[src/rtl/spi_ram_cmd_decoder.sv]
// -----------------------------------------------------------------------------
// spi_ram_cmd_decoder
//   Single-port synchronous RAM with a command decoder that sits directly
//   behind the SPI slave. Each 10-bit frame carries a 2-bit opcode in [9:8]:
//     00 write address, 01 write data, 10 read address, 11 read data.
//   Read data is returned on dout/tx_valid with one cycle of latency.
//
// Ports
//   clk       rising-edge clock shared with the SPI slave
//   rst_n     asynchronous active-low reset
//   din       frame from the slave: [9:8] opcode, [7:0] payload
//   rx_valid  one-cycle pulse marking a valid frame on din
//   dout      read data toward the slave
//   tx_valid  dout valid; level, updated only when a frame is accepted
//   err       sticky protocol / address-range error flag
//
// Parameters
//   MEM_DEPTH  number of 8-bit words (2 .. 2**ADDR_SIZE)
//   ADDR_SIZE  width of the address registers and of the address field
//
// Build option
//   SPI_RAM_AUTOINC_EN  when defined, each write-data frame advances wr_addr
//                       and each read-data frame advances rd_addr, wrapping
//                       from MEM_DEPTH-1 to 0; out-of-range addresses hold.
// -----------------------------------------------------------------------------
module spi_ram_cmd_decoder #(
  parameter int MEM_DEPTH = 256,
  parameter int ADDR_SIZE = 8
) (
  input  logic       clk,
  input  logic       rst_n,
  input  logic [9:0] din,
  input  logic       rx_valid,
  output logic [7:0] dout,
  output logic       tx_valid,
  output logic       err
);

  localparam int          IDX_W   = (MEM_DEPTH > 1) ? $clog2(MEM_DEPTH) : 1;
  localparam logic [31:0] DEPTH_U = 32'(MEM_DEPTH);

  typedef enum logic [1:0] {
    OP_WR_ADDR = 2'b00,
    OP_WR_DATA = 2'b01,
    OP_RD_ADDR = 2'b10,
    OP_RD_DATA = 2'b11
  } opcode_e;

  logic [7:0] mem [MEM_DEPTH];

  logic [ADDR_SIZE-1:0] wr_addr_q, wr_addr_d;
  logic [ADDR_SIZE-1:0] rd_addr_q, rd_addr_d;
  logic                 wr_addr_set_q, wr_addr_set_d;
  logic                 rd_addr_set_q, rd_addr_set_d;
  logic [7:0]           dout_q, dout_d;
  logic                 tx_valid_q, tx_valid_d;
  logic                 err_q, err_d;
  logic                 mem_we;

  opcode_e op;
  logic    wr_in_range;
  logic    rd_in_range;

  assign op = opcode_e'(din[9:8]);

  // Addresses are captured at full width; only in-range ones touch the array.
  assign wr_in_range = (32'(wr_addr_q) < DEPTH_U);
  assign rd_in_range = (32'(rd_addr_q) < DEPTH_U);

`ifdef SPI_RAM_AUTOINC_EN
  function automatic logic [ADDR_SIZE-1:0] next_addr(input logic [ADDR_SIZE-1:0] a);
    return (32'(a) == DEPTH_U - 32'd1) ? '0 : a + 1'b1;
  endfunction
`endif

  always_comb begin
    // NOTE: every output of this block gets a default first, so no path can
    // leave a variable unassigned and infer a latch.
    wr_addr_d     = wr_addr_q;
    rd_addr_d     = rd_addr_q;
    wr_addr_set_d = wr_addr_set_q;
    rd_addr_set_d = rd_addr_set_q;
    dout_d        = dout_q;
    tx_valid_d    = tx_valid_q;
    err_d         = err_q;
    mem_we        = 1'b0;

    if (rx_valid) begin
      // tx_valid tracks the opcode of the most recently accepted frame.
      tx_valid_d = (op == OP_RD_DATA);
      unique case (op)
        OP_WR_ADDR: begin
          wr_addr_d     = din[ADDR_SIZE-1:0];
          wr_addr_set_d = 1'b1;
        end
        OP_WR_DATA: begin
          // A write without a prior address still lands at wr_addr.
          if (!wr_addr_set_q) err_d = 1'b1;
          if (wr_in_range) begin
            mem_we = 1'b1;
`ifdef SPI_RAM_AUTOINC_EN
            wr_addr_d = next_addr(wr_addr_q);
`endif
          end else begin
            err_d = 1'b1;
          end
        end
        OP_RD_ADDR: begin
          rd_addr_d     = din[ADDR_SIZE-1:0];
          rd_addr_set_d = 1'b1;
        end
        OP_RD_DATA: begin
          if (!rd_addr_set_q) err_d = 1'b1;
          if (rd_in_range) begin
            dout_d = mem[rd_addr_q[IDX_W-1:0]];
`ifdef SPI_RAM_AUTOINC_EN
            rd_addr_d = next_addr(rd_addr_q);
`endif
          end else begin
            dout_d = 8'h00;
            err_d  = 1'b1;
          end
        end
        default: ;
      endcase
    end
  end

  // NOTE: sequential state is updated with non-blocking assignments so every
  // register samples the pre-edge values of the others.
  always_ff @(posedge clk or negedge rst_n) begin
    if (!rst_n) begin
      wr_addr_q     <= '0;
      rd_addr_q     <= '0;
      wr_addr_set_q <= 1'b0;
      rd_addr_set_q <= 1'b0;
      dout_q        <= 8'h00;
      tx_valid_q    <= 1'b0;
      err_q         <= 1'b0;
    end else begin
      wr_addr_q     <= wr_addr_d;
      rd_addr_q     <= rd_addr_d;
      wr_addr_set_q <= wr_addr_set_d;
      rd_addr_set_q <= rd_addr_set_d;
      dout_q        <= dout_d;
      tx_valid_q    <= tx_valid_d;
      err_q         <= err_d;
    end
  end

  // NOTE: the array has no reset; contents survive rst_n and it maps onto a
  // plain RAM macro.
  always_ff @(posedge clk) begin
    if (mem_we) mem[wr_addr_q[IDX_W-1:0]] <= din[7:0];
  end

  assign dout     = dout_q;
  assign tx_valid = tx_valid_q;
  assign err      = err_q;

endmodule

[config.mk]
export PLATFORM = sky130hd
export DESIGN_NAME = spi_ram_cmd_decoder
export DESIGN_NICKNAME = d
export VERILOG_FILES = /design/src/rtl/spi_ram_cmd_decoder.sv
export SDC_FILE = /design/constraint.sdc
export NUM_CORES = 2
export LEC_CHECK = 0
export ABC_AREA = 1
export CORE_ASPECT_RATIO = 0.8
export CORE_MARGIN = 2
export CORE_UTILIZATION = 25
export CTS_CLUSTER_SIZE = 10
export DETAILED_ROUTE_END_ITERATION = 16
export GPL_ROUTABILITY_DRIVEN = 0
export SLEW_MARGIN = 40
export SYNTH_ARGS = -nofsm -noshare
export SYNTH_HDL_FRONTEND = slang
export SYNTH_SLANG_ARGS = --single-unit
[constraint.sdc]
create_clock -name clk -period 2.4 [get_ports clk]
set_input_delay 0.36 -clock clk [delete_from_list [all_inputs] [get_ports clk]]
set_output_delay 0.36 -clock clk [all_outputs]
set_load 0.03 [all_outputs]
# Word-level counts from Yosys, hierarchy flattened
# Memories as Yosys holds them, arrays and structs flattened. A register that Yosys moved wholly into a read port is not among the register bits.
# Index checks and enable logic that the tools add are counted.
# totals
regBits	20
latch_bits	0
mem_bits_rw	2048
mem_bits_ro	0
in_bits	13
out_inout_bits	10
word_cells	26
memories	1
# mem_list
name	depth	word_bits	read_ports	rd_clocked_by_memory_dff	write_ports	line	rtl
mem	256	8	1	1	1	49	logic [7:0] mem [MEM_DEPTH];
# classes
addsub	0
n_mul	0
div_mod_pow	0
n_lt_le_gt_ge	0
eq_ne	5
n_shift	0
n_mux	7
bitwise	0
reduce_logical	7
# ops
operator	n
$mux 1	6
$reduce_and 2->1	3
$eq 2x2->1 const B	2
$ne 2x2->1 const B	2
$reduce_and 4->1	1
$eq 2x1->1 const B	1
$logic_not 2->1	1
$pmux 1 s2	1
$reduce_bool 2->1	1
$logic_not 1->1	1

# Depth between registers and ports, before layout
# depth
depth_word	5
mapped_depth	15
ltp_nobuf	11

# Worst setup path before layout
# OpenSTA, ideal clock, no wires.
# synth_path
path_kind	input port to flip-flop
from	input port rx_valid
to	memory mem[143][0] (enable)
arrival_time_ns	1.700
required_ns	2.030
slack_ns	0.330
path_stages	6
path_buffers	2
cell_sequence	nand2_1 nor2_1 buf_2 nand2_1 clkbuf_1 nor2_1
# synth_via
elab_chain_cells	3
# synth_rtl
item	line	rtl
from (decl)	33	input logic rx_valid,
$mux 1	88	if (rx_valid) begin
$mux 1	154	if (mem_we) mem[wr_addr_q[IDX_W-1:0]] <= din[7:0];
$mux 1 (not written as such)	154	
to (decl)	49	
# Every way passes these cells.

==> flow_summary.toml <==
[worst_setup_path]
setup.worst_path.end = "dout[3]"
worstReg2RegEnd = "dout[3]"
startpoint = "rd_addr_q[0]"
worst-path-max-fanout = 19
cp-end-kind = "flip-flop"
path_class = "flip-flop to flip-flop"
ff2ff_setup_slack_ns = -0.1
r2r_cells = 15
startpoint_type = "flip-flop"
r2r_start = "rd_addr_q[0]"
crit_arrival_ns = 3.25
crit_required_ns = 3.15

[final_layout]
postLayoutCellArea_um2 = 104600
drive_gt1_share_pct = 17.78
multiInputGateArea_um2 = 21190
register_area_um2 = 62220
fillers = 32874
area_growth_pct = 24.32
fin_nets = 7696
instances_no_fill = 12135

[placed_design]
place_area_um2 = 94910
portBuffers = 22
dp.cells = 11786
dp_slack_ns = -0.5554
dpl.hpwl_um = 156400

[timing]
min_period_ns = 2.496
finalClockSkew_ns = 0.04916
slew_headroom_pct = 38.45
rsz0062_at_grt = "yes"
finalSetupViolations = 8
whs_ns = 0.03181
finalSetupTns_ns = -0.5525
tightest_slew_ns = 0.9233
fmax_mhz = 400.6
hold_viol = 0
finalCritPeriodShare_pct = 104.0
setup_ws_ns = -0.09628
finalMaxSlewViolations = 0

[synthesis]
synth_common_cells = "2121 x nand2_1, 2048 x edfxtp_1, 2041 x nand3_1"
synth_cell_types = 17
synth_top_cell_area_share_pct = 73.09
async_reset_ff_share_pct = 1.349
syn_avg_cell_area_um2 = 11.88
synth_nets = 7096
synth_area_um2 = 84140
netlist_instances = 7083
yosysSeqAreaShare_pct = 73.93
synth_most_common_cell = "nand2_1"
yosysWarnings = 0
synth_area_leaders = "edfxtp_1 73%, nand3_1 12%, nand2_1 9.5%"
synth-seq-cells = 2076
synth-main-ff-cell = "edfxtp_1"
synth_area_leader_cell = "edfxtp_1"
synth_edf_count = 2048

[clock_tree]
clk_pin_slew_ns = 0.06
h-tree-depth = 4
cts_root_buf = "clkbuf_16"
cts_made_buffers = 235
clock_latency_ns = 0.90
clock-sinks = 2076
cts_buffer_depth = 4
tritoncts = "done"

[floorplanning]
dieArea_um2 = 341200
rows = 190
die_h_um = 522.9
core_region_area_um2 = 335000
pin_count = 23
start_util_pct = 25.12
die_x_um = 652.6

[grt]
antenna_found_initial = 13
grt.total_usage_pct = 14.63
grt_max_degree = 113
grt_overflow = 0
grt_pass1_vias = 56516
grt_pass1_wl_um = 378700

[route]
route.detailed.wl_per_inst_um = 21.58
via_count = 59507
finalWirelength_um = 261900
viasPerCell = 4.904
dr.pass1.iters = 6
drt_iter0_drc = 8538
drcViolationCount = 0
ant_nets = 0

[power_and_ir_drop]
leakage_nw = 36.89
power.density_nw_per_um2 = 839.1
ir_drop_uv = 656.2

[run_status]
failed_checks = "setup timing"
status = "finished with violations"

[flow_run]
cap_violations = 0

[hold_path]
hold_depth = 1
hold_class = "primary input to flip-flop"
==> where the power goes <==
part	internal [mW]	switching, mW
clock	17.3	13.6
combinational	5.77	10.9
sequential	40.0	0.204
==> how the worst min path moves through the flow <==
stage / from / to
6_report: din[2] / mem[57][2]
5_1_grt: din[2] / mem[55][2]
4_1_cts: din[2] / mem[55][2]
3_5_place_dp: wr_addr_set_q / wr_addr_set_q
3_3_place_gp: wr_addr_set_q / wr_addr_set_q
2_1_floorplan: rst_n / dout[0]
==> critical path, stage by stage, from the launching register on <==
cell,delay [ns]
dfrtp_4,0.56
buf_12,0.19
buf_16,0.17
buf_12,0.16
buf_4,0.16
nand2_1,0.07
nand3_1,0.08
nand3_1,0.09
nand3_1,0.14
nand3_1,0.15
nand3_1,0.08
nand3_1,0.12
buf_4,0.13
nand3_4,0.09
nand3_2,0.10
nand2_1,0.05
==> metrics by stage <==
step,util [%],power [mW]
after floorplan,-,48.31
after global placement,28.33,54.80
after detailed placement,28.33,54.87
after CTS,30.71,86.75
after global routing,31.23,90.69
final,31.23,87.77
==> logic make-up after synthesis <==
| logic type | count (synthesis) | share of synthesized area [%] |
|---|---|---|
| AND/OR/NAND/NOR | 4450 | 22.89 |
| flip-flops | 2076 | 73.93 |
| buffers and inverters | 538 | 3.068 |
| AO/OA/AOI/OAI | 19 | 0.1130 |
==> cells in the final DEF (no fill, tap or decap), drive strengths merged <==
| master | netlist | layout |
|---|---|---|
| a21oi | 1 | 1 |
| buf | 378 | 804 |
| bufbuf | 0 | 8 |
| clkbuf | 107 | 276 |
| clkdlybuf4s50 | 0 | 4 |
| clkinv | 0 | 8 |
| dfrtp | 28 | 28 |
| diode | 0 | 4 |
| dlygate4sd2 | 0 | 6 |
| dlygate4sd3 | 0 | 7 |
| edfxtp | 2048 | 2048 |
| inv | 53 | 57 |
| nand2 | 2121 | 2121 |
| nand3 | 2041 | 2041 |
| nand3b | 1 | 1 |
| nor2 | 286 | 286 |
| nor3 | 1 | 1 |
| o21ai | 18 | 18 |
==> area by class of cell <==
| class | count | area share [%] |
|---|---|---|
| multi-input combinational | 4469 | 20.26 |
| antenna | 4 | 0.009570 |
| sequential | 2076 | 59.48 |
| clock inverter | 11 | 0.1483 |
| tap | 4416 | 5.282 |
| timing repair buffer | 847 | 8.855 |
| timing repair inverter | 1 | 0.008373 |
| inverter | 53 | 0.2273 |
| clock buffer | 258 | 5.725 |
==> registers in the layout, indices dropped and copies added, names as in the netlist <==
| name | flops |
|---|---|
| rd_addr_q | 8 |
| rd_addr_set_q | 1 |
| err | 1 |
| dout | 8 |
| mem | 2048 |
| tx_valid | 1 |
| wr_addr_q | 8 |
| wr_addr_set_q | 1 |
==> what timing repair did <==
item,in CTS,in global routing
pin swaps,23,80
setup endpoints to repair,14,8
gates cloned,16,19
endpoints found under the hold margin,157,0
hold buffers,7,0
gates resized for setup,190,242
buffers inserted,24,18
==> layer usage <==
| layer | track usage [%] | wire length, um |
|---|---|---|
| met5 | 0 | 84 |
| met4 | 3.982 | 6654 |
| met3 | 3.546 | 31380 |
| met2 | 21.29 | 112400 |
| met1 | 21.56 | 111400 |
No activity file was read; power rests on OpenSTA's default activity.
